<file path="config.mk">
export PLATFORM = sky130hd
export DESIGN_NAME = alu_issue_seq
export DESIGN_NICKNAME = d
export VERILOG_FILES = /design/src/rtl/alu_pkg.sv /design/src/rtl/alu_req_fifo.sv /design/src/rtl/alu_issue_seq.sv
export SDC_FILE = /design/constraint.sdc
export NUM_CORES = 1
export LEC_CHECK = 0
export BUFFER_PORTS_ARGS = -buffer_cell sky130_fd_sc_hd__buf_2
export CORE_ASPECT_RATIO = 1.25
export CORE_UTILIZATION = 25
export CTS_CLUSTER_SIZE = 20
export DETAILED_ROUTE_END_ITERATION = 8
export GPL_TIMING_DRIVEN = 0
export SKIP_LAST_GASP = 1
export SYNTH_ARGS = -nofsm -noshare
export SYNTH_HDL_FRONTEND = slang
export SYNTH_SLANG_ARGS = --single-unit
</file>
<file path="constraint.sdc">
create_clock -name clk -period 5.4 [get_ports clk]
set_clock_uncertainty 0.05 [all_clocks]
set_input_delay 0.27 -clock clk [delete_from_list [all_inputs] [get_ports clk]]
set_output_delay 0.27 -clock clk [all_outputs]
set_load 0.05 [all_outputs]
</file>
<file path="src/rtl/alu_pkg.sv">
// alu_pkg: shared definitions for the ALU issue sequencer.
//   - 4-bit ALU opcode encodings (OP_NAND .. OP_FUNC)
//   - is_arith(): opcodes that write the architectural carry flag
//   - is_legal(): opcodes the ALU implements
//   - alu_state_e: sequencer FSM encoding (IDLE/DRIVE/HOLD, 2-bit)
//   - alu_req_t: queued request payload {a, b, op, cin, use_cf}, 14 bits
package alu_pkg;

  localparam logic [3:0] OP_NAND = 4'b0000;
  localparam logic [3:0] OP_NOR  = 4'b0001;
  localparam logic [3:0] OP_XOR  = 4'b0010;
  localparam logic [3:0] OP_NOT  = 4'b0100;
  localparam logic [3:0] OP_LSR  = 4'b0101;
  localparam logic [3:0] OP_ADD  = 4'b1000;
  localparam logic [3:0] OP_ADDC = 4'b1001;
  localparam logic [3:0] OP_SUB  = 4'b1010;
  localparam logic [3:0] OP_FUNC = 4'b1111;

  localparam int REQ_W = 14;

  typedef enum logic [1:0] {
    IDLE  = 2'd0,
    DRIVE = 2'd1,
    HOLD  = 2'd2
  } alu_state_e;

  typedef struct packed {
    logic [3:0] a;
    logic [3:0] b;
    logic [3:0] op;
    logic       cin;
    logic       use_cf;
  } alu_req_t;

  function automatic logic is_arith(input logic [3:0] op);
    return (op == OP_ADD) || (op == OP_ADDC) || (op == OP_SUB);
  endfunction

  function automatic logic is_legal(input logic [3:0] op);
    logic ok;
    case (op)
      OP_NAND, OP_NOR, OP_XOR, OP_NOT, OP_LSR,
      OP_ADD, OP_ADDC, OP_SUB, OP_FUNC: ok = 1'b1;
      default:                          ok = 1'b0;
    endcase
    return ok;
  endfunction

endpackage

</file>
<file path="src/rtl/alu_req_fifo.sv">
// alu_req_fifo: request queue in front of the ALU issue sequencer.
// Ports:
//   clk, rst         clock, synchronous active-high reset (empties the queue)
//   push_i, data_i   write request; ignored while full (no pass-through)
//   pop_i, data_o    read request; data_o is the head entry, valid when !empty_o
//   full_o, empty_o  occupancy status
// Simultaneous push and pop on a partly filled queue both take effect.
module alu_req_fifo #(
  parameter int DEPTH = 4,
  parameter int PTR_W = 2,
  parameter int W     = 14
) (
  input  logic         clk,
  input  logic         rst,
  input  logic         push_i,
  input  logic [W-1:0] data_i,
  input  logic         pop_i,
  output logic [W-1:0] data_o,
  output logic         full_o,
  output logic         empty_o
);

  logic [W-1:0]   mem_q [DEPTH];
  logic [PTR_W-1:0] wr_ptr_q, rd_ptr_q;
  logic [PTR_W:0]   count_q;
  logic             do_push, do_pop;

  assign full_o  = (count_q == (PTR_W+1)'(DEPTH));
  assign empty_o = (count_q == '0);
  assign do_push = push_i && !full_o;
  assign do_pop  = pop_i && !empty_o;
  assign data_o  = mem_q[rd_ptr_q];

  // Pointers are PTR_W bits wide, so they wrap modulo DEPTH on their own.
  always_ff @(posedge clk) begin
    if (rst) begin
      wr_ptr_q <= '0;
      rd_ptr_q <= '0;
      count_q  <= '0;
    end else begin
      if (do_push) wr_ptr_q <= wr_ptr_q + 1'b1;
      if (do_pop)  rd_ptr_q <= rd_ptr_q + 1'b1;
      case ({do_push, do_pop})
        2'b10:   count_q <= count_q + 1'b1;
        2'b01:   count_q <= count_q - 1'b1;
        default: count_q <= count_q;
      endcase
    end
  end

  always_ff @(posedge clk) begin
    if (do_push) mem_q[wr_ptr_q] <= data_i;
  end

endmodule

</file>
<file path="src/rtl/alu_issue_seq.sv">
// alu_issue_seq: issue stage for the 4-bit combinational ALU.
// Requests are queued, popped one at a time into registers that drive the
// ALU pins, and the settled ALU outputs are captured into a result register.
// An architectural carry flag is written by ADD/ADDC/SUB so multi-nibble
// add-with-carry chains can pass carry between requests.
//
// Ports:
//   clk, rst                         clock, synchronous active-high reset
//   in_valid/in_ready, in_*          request input (a, b, op, cin, use_cf)
//   alu_a/alu_b/alu_op/alu_cin       registered ALU input pins
//   alu_s/alu_cout/alu_of            combinational ALU outputs
//   res_valid/res_ready, res_*       captured result output
//   carry_flag                       current architectural carry flag
//
// Handshakes: a transfer happens on a rising edge where valid && ready are
// both 1. in_ready depends only on queue occupancy (and reset), never on
// in_valid; res_valid, once raised, stays high with res_* stable until the
// edge where res_ready is seen.
//
// Build option ALU_OPCHECK_EN: illegal opcodes are popped but issued to the
// ALU as 0000, and their result is forced to zero with res_err=1. Without
// it opcodes pass through unchanged and res_err stays 0.
module alu_issue_seq
  import alu_pkg::*;
#(
  parameter int DEPTH = 4,
  parameter int PTR_W = 2
) (
  input  logic       clk,
  input  logic       rst,
  input  logic       in_valid,
  output logic       in_ready,
  input  logic [3:0] in_a,
  input  logic [3:0] in_b,
  input  logic [3:0] in_op,
  input  logic       in_cin,
  input  logic       in_use_cf,
  output logic [3:0] alu_a,
  output logic [3:0] alu_b,
  output logic [3:0] alu_op,
  output logic       alu_cin,
  input  logic [3:0] alu_s,
  input  logic       alu_cout,
  input  logic       alu_of,
  output logic       res_valid,
  input  logic       res_ready,
  output logic [3:0] res_s,
  output logic       res_cout,
  output logic       res_of,
  output logic       res_err,
  output logic       carry_flag
);

  alu_state_e state_q, state_d;

  logic [REQ_W-1:0] push_data, head_data;
  alu_req_t         head;
  logic             fifo_full, fifo_empty;
  logic             pop, capture, consume;
  logic             pop_illegal;
  logic [3:0]       pop_op;

  logic [3:0] alu_a_q, alu_b_q, alu_op_q;
  logic       alu_cin_q, err_q;
  logic [3:0] res_s_q;
  logic       res_cout_q, res_of_q, res_err_q, res_valid_q;
  logic       cf_q;

  assign push_data = {in_a, in_b, in_op, in_cin, in_use_cf};
  assign head      = alu_req_t'(head_data);

  alu_req_fifo #(
    .DEPTH (DEPTH),
    .PTR_W (PTR_W),
    .W     (REQ_W)
  ) u_fifo (
    .clk     (clk),
    .rst     (rst),
    .push_i  (in_valid),
    .data_i  (push_data),
    .pop_i   (pop),
    .data_o  (head_data),
    .full_o  (fifo_full),
    .empty_o (fifo_empty)
  );

  // Held low while rst is asserted so nothing is accepted during reset.
  assign in_ready = !fifo_full && !rst;

`ifdef ALU_OPCHECK_EN
  assign pop_illegal = !is_legal(head.op);
  assign pop_op      = pop_illegal ? OP_NAND : head.op;
`else
  assign pop_illegal = 1'b0;
  assign pop_op      = head.op;
`endif

  // FSM: next state and control strobes.
  always_comb begin
    state_d = state_q;
    pop     = 1'b0;
    capture = 1'b0;
    consume = 1'b0;
    case (state_q)
      IDLE: begin
        if (!fifo_empty) begin
          pop     = 1'b1;
          state_d = DRIVE;
        end
      end
      DRIVE: begin
        capture = 1'b1;
        state_d = HOLD;
      end
      HOLD: begin
        if (res_ready) begin
          consume = 1'b1;
          if (!fifo_empty) begin
            pop     = 1'b1;
            state_d = DRIVE;
          end else begin
            state_d = IDLE;
          end
        end
      end
      default: state_d = IDLE;
    endcase
  end

  always_ff @(posedge clk) begin
    if (rst) state_q <= IDLE;
    else     state_q <= state_d;
  end

  always_ff @(posedge clk) begin
    if (rst) begin
      alu_a_q     <= '0;
      alu_b_q     <= '0;
      alu_op_q    <= '0;
      alu_cin_q   <= 1'b0;
      err_q       <= 1'b0;
      res_s_q     <= '0;
      res_cout_q  <= 1'b0;
      res_of_q    <= 1'b0;
      res_err_q   <= 1'b0;
      res_valid_q <= 1'b0;
      cf_q        <= 1'b0;
    end else begin
      if (pop) begin
        alu_a_q   <= head.a;
        alu_b_q   <= head.b;
        alu_op_q  <= pop_op;
        // The flag is read at pop time; a capture always lands at least one
        // edge before the next pop, so a chained ADDC sees its predecessor.
        alu_cin_q <= head.use_cf ? cf_q : head.cin;
        err_q     <= pop_illegal;
      end
      if (capture) begin
        res_valid_q <= 1'b1;
        if (err_q) begin
          res_s_q    <= '0;
          res_cout_q <= 1'b0;
          res_of_q   <= 1'b0;
          res_err_q  <= 1'b1;
        end else begin
          res_s_q    <= alu_s;
          res_cout_q <= alu_cout;
          res_of_q   <= alu_of;
          res_err_q  <= 1'b0;
          if (is_arith(alu_op_q)) cf_q <= alu_cout;
        end
      end else if (consume) begin
        res_valid_q <= 1'b0;
      end
    end
  end

  assign alu_a      = alu_a_q;
  assign alu_b      = alu_b_q;
  assign alu_op     = alu_op_q;
  assign alu_cin    = alu_cin_q;
  assign res_valid  = res_valid_q;
  assign res_s      = res_s_q;
  assign res_cout   = res_cout_q;
  assign res_of     = res_of_q;
  assign res_err    = res_err_q;
  assign carry_flag = cf_q;

endmodule

</file>
==> results of run 1 <==
==> stage by stage <==
stage / setup WS (ps) / hold WS [ps] / total power [W] / util (%) / area, sq um
after floorplan: 3010 / 293 / 0.00147 / - / 3320
after global placement: 2820 / 390 / 0.00165 / 29.2 / 3750
after detailed placement: 2760 / 396 / 0.00167 / 29.2 / 3750
after CTS: 2740 / 84.1 / 0.00240 / 32.0 / 4110
after global routing: 2550 / 84.7 / 0.00250 / 32.0 / 4110
final: 2760 / 94.2 / 0.00237 / 32.0 / 4110
==> worst reg2reg max path, cell delays in order (launching register included) <==
cell      delay [ps]
dfxtp_1          390
nor3_1            80
or3_1            340
buf_2            170
clkinv_2         100
buf_4            210
ha_1             210
inv_1             60
fa_1             370
xor2_1           160
or3_1            300
a21oi_1          140
==> routing by layer <==
layer  track usage, %  share of wire [%]  wire [um]  vias to the layer above
met5                0                  0          0                        -
met4             4.72                1.5         97                        0
met3             3.27                3.9        260                       10
met2             18.5                 50       3360                       46
met1             12.2                 44       2940                      936
li1                 -                  -          -                      952
==> kinds of logic after synthesis <==
| family | Yosys count |
|---|---|
| AOI/OAI and AO/OA | 30 |
| other | 1 |
| xor gates and xnor gates | 4 |
| muxes | 16 |
| and+or+nand+nor | 69 |
| DFF | 88 |
| adders and majority gates | 6 |
| buffers and inverters | 18 |
==> layout make-up <==
| class | instances | share of cell area, % |
|---|---|---|
| plain buffers | 10 | 1.40 |
| clock buffers | 9 | 5.49 |
| clock inverters | 7 | 3.11 |
| inverters | 8 | 0.762 |
| multi-input cells | 126 | 22.1 |
| flip-flops and latches | 88 | 56.6 |
| well taps | 168 | 5.12 |
| repair buffers | 45 | 5.49 |
==> cell usage in the layout, fill, tap and decap left out, types with 5 or more instances in the layout <==
| master | n |
|---|---|
| edfxtp_1 | 56 |
| clkbuf_1 | 5 |
| clkbuf_16 | 9 |
| nand2_1 | 38 |
| a21oi_1 | 24 |
| dfxtp_1 | 32 |
| nor2_1 | 12 |
| inv_1 | 7 |
| mux4_2 | 12 |
| buf_2 | 46 |
| ha_1 | 5 |
==> sequential cells by signal, indices dropped and copies added (netlist names), 2 cells and up, named ones only <==
| name | cells |
|---|---|
| res_s | 4 |
| u_fifo.wr_ptr_q | 2 |
| u_fifo.mem_q | 56 |
| u_fifo.count_q | 3 |
| u_fifo.rd_ptr_q | 2 |
| alu_b | 4 |
| state_q | 2 |
| alu_a | 4 |
| alu_op | 4 |
==> worst max path at each step <==
stage	slack, ps	end	depth (start not counted)
2_1_floorplan	3010	u_fifo.count_q[2]	11
3_3_place_gp	2820	u_fifo.count_q[2]	11
3_5_place_dp	2760	u_fifo.count_q[2]	11
4_1_cts	2740	u_fifo.count_q[2]	11
5_1_grt	2550	u_fifo.count_q[2]	11
6_report	2760	u_fifo.count_q[2]	11
==> where the power goes <==
group	switching, W	internal [W]	leakage, nW
clock network	0.000266	0.000459	0.172
registers	0.0000674	0.000847	0.776
logic	0.000496	0.000234	0.540
total	0.000830	0.00154	1.49
==> metrics, run 1 <==
status=finished, final reports clean; Synth Area in Adders=2.49%; register area=2320 sq um; CP Cell Sequence=nor3_1, or3_1, buf_2, clkinv_2, buf_4, ha_1, inv_1, fa_1, xor2_1, or3_1, a21oi_1; first-pass GRT wire length=10.7 mm; Final Setup Violations=0; Synth Area in Simple Gates=9.32%; CP bufs+invs=4; period utilisation layout=48.9%; sequential fraction of the synthesis area=70.0%; worst r2r src=u_fifo.count_q[2]; post-route ant nets=0; critical path startpoint=u_fifo.count_q[2]; Peak Freq=0.378 GHz; Post-DP HPWL=4.45 mm; Yosys cell types=31; Worst EP arrival=2860 ps; Setup crit start kind=flop; Hold Crit Depth=1; # Post-CTS Setup Buffers=0; Slew HR=45.0%; top-area cell type share of the netlist area=50.7%; Top FF cell, synth=edfxtp_1; drt pass-1 iters=4; Reg clk slew, reported paths=60 ps; dominant cell type by area after synthesis=edfxtp_1; GP Congestion=0.701; DIE HEIGHT=131 um; CP max-delay cell=dfxtp_1; Area Growth Syn to Fin=23.8%; Layout Cells excl Fill=461; CTS tree=built; nets=318; GRT Total Usage=10.7%; row count=46; CP delay by family, top=simple AND/OR/NAND/NOR gates; CTS H-tree depth=3; R2R Setup Slk=2760 ps; Critical R2R Capture=u_fifo.count_q[2]; Max stage delay on crit path=390 ps; I/O pins=47; max-cap violations=0; main combinational cell family by area after synthesis=multiplexers; clk sink count=88; Ys Warns=0; Layout fillers=1254; setup_tns=0 ps; number of port buffers=45; vias in the first global route=2044; RSZ-0062 raised after global routing=false; cell area after synthesis=3320 sq um; Post-synth top cells=56 x edfxtp_1, 38 x nand2_1, 32 x dfxtp_1; drt wl/cell=14.4 um; shortest period the worst path allows=2640 ps; Crit path required time=5620 ps; Post-Syn Instances=232; initial antenna violation count=0; initial DRC count=79; Hold Crit Start=in_op[0]; Peak VDD IR=259 uV; share of cells above drive strength 1=27.3%; Max Root-Sink Buffers=2; Num CTS Buffers=9; Post-CTS Hold Buffers=0; number of synthesized flops with an enable pin=56; CORE AREA=12800 sq um; cts repair resizes=0; top post-synthesis cells by area=edfxtp_1 51%, dfxtp_1 19%, mux4_2 8.1%; syn avg cell area=14.3 sq um; Leak=1.49 nW; largest net degree at the start of global routing=17; Fin. Hold Viols=0; Crit Path Class=reg2reg; CTS root buffer=clkbuf_16; final WL=6.65 mm; worst-case hold path end point=u_fifo.mem_q[2][2]; count leader, synth=edfxtp_1; dpl cells=445; Die Span X=105 um; critical path peak fanout=10; routed via count=1944; Synth Area in XOR/XNOR=1.06%; Pwr per Cell Area=577 nW/um^2; crit-path most repeated cell=or3_1; Crit. End Element=flop; Hold Crit Class=in2reg; Worst-Margin Slew=825 ps; Syn Nets=262; global route overflow=0; DR DRC count=0; Vias/cell=4.22; Async S/R FF share, synth=0%; Die ar.=13700 sq um; Multi-input gate area=906 sq um; complex-gate fraction of the synthesized area=4.98%; starting density of the core=25.8%; Final Max Tran Viols=0; antenna fix cells=0; mux cell area share after synthesis=9.35%; worst reg2reg path depth=11; Clock Latency Late Sink=340 ps; flops & latches, synth=88
Power figures use the tool's default switching activity.
==> inputs of run 2 (changes only) <==
- ABC_AREA: not set -> 1
- clock period: 5.4 -> 2.3 ns (I/O delays scaled with it)
==> metrics, run 2 <==
Num CTS Buffers=9 (unchanged); syn avg cell area=11.1 sq um (was 14.3 sq um); Crit. End Element=flop (unchanged); drt pass-1 iters=4 (unchanged); Final Setup Violations=0 (unchanged); GP Congestion=0.720 (was 0.701); Most flops, register=u_fifo.mem_q (unchanged); Slew HR=39.9% (was 45.0%); design area=4340 sq um (was 4110 sq um); Crit Path Class=reg2reg (unchanged); routed via count=2484 (was 1944); Async S/R FF share, synth=0% (unchanged); global route overflow=0 (unchanged); Reg clk slew, reported paths=60 ps (about the same); clk sink count=88 (unchanged); nets=416 (was 318); starting density of the core=25.6% (was 25.8%); dpl cells=521 (was 445); GRT Total Usage=11.6% (was 10.7%); Area Growth Syn to Fin=29.1% (was 23.8%); sequential fraction of the synthesis area=69.0% (was 70.0%); flops & latches, synth=88 (unchanged); top post-synthesis cells by area=edfxtp_1 50%, dfxtp_1 19%, nor2_1 8.0% (was edfxtp_1 51%, dfxtp_1 19%, mux4_2 8.1%); Layout Cells excl Fill=562 (was 461); Max Root-Sink Buffers=2 (unchanged); cell area after synthesis=3370 sq um (was 3320 sq um); vias in the first global route=2515 (was 2044); DP Area=3820 sq um (was 3750 sq um); RSZ-0062 raised after global routing=true (was false); Vias/cell=4.42 (was 4.22); pre-CTS setup slack=-325 ps (was 2760 ps); number of port buffers=45 (unchanged); I/O pins=47 (unchanged); first-pass GRT wire length=12.2 mm (was 10.7 mm); max-cap violations=0 (unchanged); Leak=1.70 nW (was 1.49 nW); CORE AREA=13200 sq um (was 12800 sq um); Final Max Tran Viols=0 (unchanged); crit-path most repeated cell=inv_1 (was or3_1); row count=47 (was 46); initial DRC count=136 (was 79); Peak VDD IR=503 uV (was 259 uV); largest net degree at the start of global routing=16 (was 17); Top FF cell, synth=edfxtp_1 (unchanged); top-area cell type share of the netlist area=50.0% (was 50.7%); Setup crit start kind=flop (unchanged); Ys Warns=0 (unchanged); Hold Crit Class=in2reg (unchanged); Layout fillers=1354 (was 1254); commonest non-fill, non-tap cell in the layout=nor2_1 (was edfxtp_1); DIE HEIGHT=132 um (was 131 um); Post-Syn Instances=304 (was 232); CP max-delay cell=fa_1 (was dfxtp_1); Crit path required time=2480 ps (was 5620 ps); dominant cell type by area after synthesis=edfxtp_1 (unchanged); Yosys cell types=23 (was 31); Max stage delay on crit path=380 ps (was 390 ps); CP Cell Sequence=inv_1, a31oi_2, inv_1, ha_1, inv_1, fa_1, a21oi_1, o21ai_0, o21ai_0, a21oi_1 (was nor3_1, or3_1, buf_2, clkinv_2, buf_4, ha_1, inv_1, fa_1, xor2_1, or3_1, a21oi_1); share of cells above drive strength 1=20.5% (was 27.3%); post-route ant nets=0 (unchanged); number of synthesized flops with an enable pin=56 (unchanged); Syn Nets=334 (was 262); Clock Latency Late Sink=340 ps (about the same); most frequent cells in the layout=69 x nor2_1, 56 x edfxtp_1, 50 x o21ai_0 (was 56 x edfxtp_1, 46 x buf_2, 38 x nand2_1); Fin. Hold Viols=0 (unchanged); antenna fix cells=0 (unchanged); final WL=7.74 mm (was 6.65 mm); Peak Freq=0.470 GHz (was 0.378 GHz); CTS H-tree depth=3 (unchanged); Worst EP arrival=2310 ps (was 2860 ps); Post-synth top cells=72 x nor2_1, 56 x edfxtp_1, 50 x o21ai_0 (was 56 x edfxtp_1, 38 x nand2_1, 32 x dfxtp_1); status=finished, final reports clean (unchanged); setup_tns=0 ps (unchanged); shortest period the worst path allows=2130 ps (was 2640 ps); Die ar.=13900 sq um (was 13700 sq um); Final WS setup=174 ps (was 2760 ps); DR DRC count=0 (unchanged); Post-DP HPWL=5.18 mm (was 4.45 mm); Worst-Margin Slew=901 ps (was 825 ps); Die Span X=106 um (was 105 um); count leader, synth=nor2_1 (was edfxtp_1); critical path peak fanout=6 (was 10); Pwr per Cell Area=1260 nW/um^2 (was 577 nW/um^2); CTS root buffer=clkbuf_16 (unchanged); drt wl/cell=13.8 um (was 14.4 um); minimum hold slack=113 ps (was 94.2 ps); initial antenna violation count=0 (unchanged); CTS tree=built (unchanged); max reg flops=56 (unchanged); period utilisation layout=92.4% (was 48.9%)
## run 2: cell types whose count changed after synthesis, moves of 4 or more
| cell | delta |
|---|---|
| mux4_2 | -12 |
| nand3_1 | +7 |
| nand2_1 | -27 |
| o22ai_1 | +12 |
| and2_1 | -4 |
| a21oi_1 | -13 |
| o21ai_0 | +48 |
| or3_1 | -4 |
| inv_1 | +17 |
| mux2i_1 | -4 |
| nor2_1 | +60 |
## run 2: report_power, final
group,internal (W),total [W],switching [W]
Combinational,0.000603,0.00203,0.00142
Clock,0.000736,0.00134,0.000604
Sequential,0.00198,0.00213,0.000145
## run 2: repair_timing
| action | 4_1_cts | 5_1_grt |
|---|---|---|
| buffers inserted | 0 | 3 |
| hold buffers | 22 | 0 |
| pin swaps | 0 | 1 |
| endpoints found under the hold margin | 68 | 0 |
| setup endpoints to repair | 14 | 53 |
| gates resized for setup | 1 | 1 |
## run 2: logic make-up (layout without fill, tap and decap cells)
kind of cell | Yosys count | after routing | synth area share (%)
flops | 88 | 88 | 69.0
buf+inv | 38 | 125 | 4.83
compound gates | 78 | 78 | 12.4
xor+xnor | 1 | 1 | 0.260
other cells | 1 | 1 | 0.111
simple gates | 92 | 92 | 10.9
fa+ha+maj | 6 | 6 | 2.45
## run 2: cell type report
cell class,instances,area (sq um),share of cell area [%]
Timing Repair Buffer,71,479,11.0
Clock buffer,10,229,5.27
Sequential cell,88,2320,53.5
Buffer,12,65.1,1.50
Multi-Input combinational cell,178,895,20.6
Inverter,26,97.6,2.25
Tap cell,171,214,4.93
Clock inverter,6,42.5,0.979
## run 2: through the flow
step	utilization [%]	total power [W]
final	33.0	0.00549
after global routing	33.0	0.00580
after CTS	32.8	0.00544
after detailed placement	29.0	0.00408
after global placement	28.9	0.00403
after floorplan	-	0.00352
## run 2: worst max-delay path, delay by kind of cell, from the launching register on
| family | cells | cell delay [ps] |
|---|---|---|
| flops | 1 | 320 |
| fa+ha+maj | 2 | 570 |
| compound gates | 5 | 630 |
| buf+inv | 3 | 430 |
## run 2: final timing paths
path | startpoint | slack, ps | to | cells past startpoint
setup / recovery | u_fifo.count_q[0] | 170 | u_fifo.count_q[2] | 10
hold / removal | in_valid | 110 | u_fifo.wr_ptr_q[0] | 4
setup reg to reg | u_fifo.count_q[0] | 170 | u_fifo.count_q[2] | 10
hold reg to reg | state_q[1] | 430 | res_valid | 1
## run 2: routing by layer
metal  track usage (%)  routed length, um  up-vias
li1                  -                  -     1210
met5                 0                  0        -
met1              14.1               3470     1189
met3              2.98                428       11
met2              18.8               3670       74
met4              6.40                181        0
==> inputs of run 3 (changes only) <==
- SYNTH_HIERARCHICAL: not set -> 1
==> metrics, run 3 <==
Ys Warns=6 (was 0); Setup crit start kind=flop (unchanged); max-cap violations=0 (unchanged); Max Root-Sink Buffers=2 (unchanged); Num CTS Buffers=9 (unchanged); drt pass-1 iters=4 (unchanged); Hold Crit Depth=2 (was 4); Area Growth Syn to Fin=26.9% (was 29.1%); count leader, synth=nor2_1 (unchanged); row count=48 (was 47); Final Setup Violations=0 (unchanged); top post-synthesis cells by area=edfxtp_1 47%, dfxtp_1 18%, nor2_1 6.8% (was edfxtp_1 50%, dfxtp_1 19%, nor2_1 8.0%); DR DRC count=0 (unchanged); share of cells above drive strength 1=29.7% (was 20.5%); dominant cell type by area after synthesis=edfxtp_1 (unchanged); Post-synth top cells=65 x nor2_1, 56 x edfxtp_1, 32 x dfxtp_1 (was 72 x nor2_1, 56 x edfxtp_1, 50 x o21ai_0); design area=4580 sq um (was 4340 sq um); CTS root buffer=clkbuf_16 (unchanged); max reg flops=56 (unchanged); worst-case hold path end point=alu_cin (was u_fifo.wr_ptr_q[0]); pre-CTS setup slack=-82.0 ps (was -325 ps); CTS tree=built (unchanged); Yosys cell types=27 (was 23); critical path startpoint=u_fifo/count_q[2] (was u_fifo.count_q[0]); status=finished, final reports clean (unchanged); Peak Freq=0.469 GHz (was 0.470 GHz); Leak=1.78 nW (was 1.70 nW); initial antenna violation count=0 (unchanged); RSZ-0062 raised after global routing=false (was true); Top FF cell, synth=edfxtp_1 (unchanged); Worst EP arrival=2310 ps (about the same); syn avg cell area=11.3 sq um (was 11.1 sq um); CTS H-tree depth=3 (unchanged); Layout Cells excl Fill=579 (was 562); Reg clk slew, reported paths=60 ps (about the same); Net Switching=0.00234 W (was 0.00217 W); Gate power share=40.7% (was 36.9%); Hold Crit Class=in2reg (unchanged); Peak VDD IR=572 uV (was 503 uV); top-area cell type share of the netlist area=46.6% (was 50.0%); clock share of power=22.4% (was 24.4%); commonest non-fill, non-tap cell in the layout=nor2_1 (unchanged); Switching Fraction=39.9% (was 39.6%); flops & latches, synth=88 (unchanged); Async S/R FF share, synth=0% (unchanged); Critical R2R Capture=u_fifo/count_q[2] (was u_fifo.count_q[2]); GRT Total Usage=11.2% (was 11.6%); initial DRC count=93 (was 136); number of synthesized flops with an enable pin=56 (unchanged); Final WS setup=168 ps (was 174 ps); Final Max Tran Viols=0 (unchanged); vias in the first global route=2457 (was 2515); nets=429 (was 416); GP Congestion=0.707 (was 0.720); Worst-Margin Slew=888 ps (was 901 ps); R2R Setup Slk=170 ps (about the same); Clock Latency Late Sink=340 ps (about the same); Pint=0.00351 W (was 0.00332 W); worst r2r src=u_fifo/count_q[2] (was u_fifo.count_q[0]); Die Span X=109 um (was 106 um); Syn Nets=349 (was 334); Post-Syn Instances=319 (was 304); setup_tns=0 ps (unchanged); dpl cells=541 (was 521); period utilisation layout=92.7% (was 92.4%); Most flops, register=u_fifo/mem_q (was u_fifo.mem_q); routed via count=2435 (was 2484); I/O pins=47 (unchanged); Crit Path Class=reg2reg (unchanged); CORE AREA=13900 sq um (was 13200 sq um); Hold Crit Start=rst (was in_valid); worst reg2reg path depth=16 (was 10); cell area after synthesis=3610 sq um (was 3370 sq um); largest net degree at the start of global routing=15 (was 16); Vias/cell=4.21 (was 4.42); first-pass GRT wire length=12.3 mm (was 12.2 mm); sequential power share=36.9% (was 38.7%); antenna fix cells=0 (unchanged); DP Area=4080 sq um (was 3820 sq um); critical path peak fanout=5 (was 6); Die ar.=14900 sq um (was 13900 sq um); Crit path required time=2480 ps (about the same); shortest period the worst path allows=2130 ps (about the same); starting density of the core=25.9% (was 25.6%); drt wl/cell=13.6 um (was 13.8 um); Slew HR=40.7% (was 39.9%); Pwr per Cell Area=1280 nW/um^2 (was 1260 nW/um^2); Crit. End Element=flop (unchanged); Post-DP HPWL=5.45 mm (was 5.18 mm); Fin. Hold Viols=0 (unchanged); sequential fraction of the synthesis area=64.4% (was 69.0%); clk sink count=88 (unchanged); post-route ant nets=0 (unchanged); number of port buffers=45 (unchanged); final WL=7.90 mm (was 7.74 mm); most frequent cells in the layout=62 x nor2_1, 56 x edfxtp_1, 47 x buf_2 (was 69 x nor2_1, 56 x edfxtp_1, 50 x o21ai_0); global route overflow=0 (unchanged); DIE HEIGHT=136 um (was 132 um)
==> run 3: changes by cell type after synthesis, sizes merged, moves of 2 or more <==
cell / before / now
nand2: 11 / 25
nor2: 73 / 79
a31oi: 3 / 0
clkbuf: 3 / 0
inv: 26 / 29
a21oi: 11 / 9
buf: 9 / 11
o22ai: 12 / 14
==> run 3: worst max path at each step <==
stage	endpoint	slack, ps	cells past startpoint
after floorplan	u_fifo/count_q[2]	140	18
after global placement	u_fifo/count_q[2]	-40	18
after detailed placement	u_fifo/count_q[2]	-80	18
after CTS	u_fifo/count_q[2]	70	18
after global routing	u_fifo/count_q[2]	20	16
final	u_fifo/count_q[2]	170	16
==> run 3: cell type report <==
class                   count  area, sq um
plain buffers              11          129
clock buffers              11          233
clock inverters             5         32.5
fillers                  1417         9350
inverters                  29          114
multi-input cells         191         1060
flip-flops and latches     88         2330
well taps                 175          219
repair buffers             69          463
==> run 3: cell families (layout without fill, tap and decap cells) <==
kind of cell             Yosys count  after routing  synth area share [%]
AO/OA/AOI/OAI                     73             73                  12.4
other                              1              1                 0.104
AND/OR/NAND/NOR                  111            111                  14.2
buffers and inverters             40            125                  6.66
flip-flops                        88             88                  64.4
adder cells (fa/ha/maj)            6              6                  2.29
==> run 3: layer usage <==
metal / up-vias / share of wire (%) / wire length, um / GRT usage, %
li1: 1243 / - / - / -
met1: 1130 / 44 / 3450 / 13.0
met2: 52 / 50 / 3920 / 19.3
met3: 10 / 4.9 / 390 / 3.02
met4: 0 / 1.7 / 133 / 5.04
met5: - / 0 / 0 / 0
==> run 3: power by group through the flow <==
stage | Clock [W] | Sequential, W | Combinational [W]
6_report | 0.00131 | 0.00216 | 0.00238
5_1_grt | 0.00140 | 0.00219 | 0.00260
4_1_cts | 0.00135 | 0.00216 | 0.00236
3_5_place_dp | 0 | 0.00219 | 0.00230
3_3_place_gp | 0 | 0.00218 | 0.00224
2_1_floorplan | 0 | 0.00260 | 0.00133
==> run 3: worst max-delay path, cell delays in order (launching register included) <==
cell and delay, ps:
dfxtp_2 350, inv_2 60, nand2_4 90, inv_1 60, nor2_2 140, nand2_4 90
inv_6 80, buf_12 90, nand2_2 60, inv_2 60, ha_2 160, inv_1 60
fa_2 330, nand2_1 80, nand3_1 100, nor2_1 110, nor2_1 50
==> run 3: what timing repair did <==
action,in CTS,in global routing
pin swaps,0,3
hold buffers,20,0
resized for setup,4,4
setup buffers,1,1
setup endpoints to repair,1,1
hold endpoints to repair,62,0
==> run 3: metrics by stage <==
stage	hold WS [ps]	util (%)	power (W)
6_report	43.6	32.9	0.00585
5_1_grt	43.7	32.9	0.00619
3_5_place_dp	285	29.3	0.00448
3_3_place_gp	278	29.1	0.00442
4_1_cts	27.4	32.7	0.00587
2_1_floorplan	127	-	0.00393
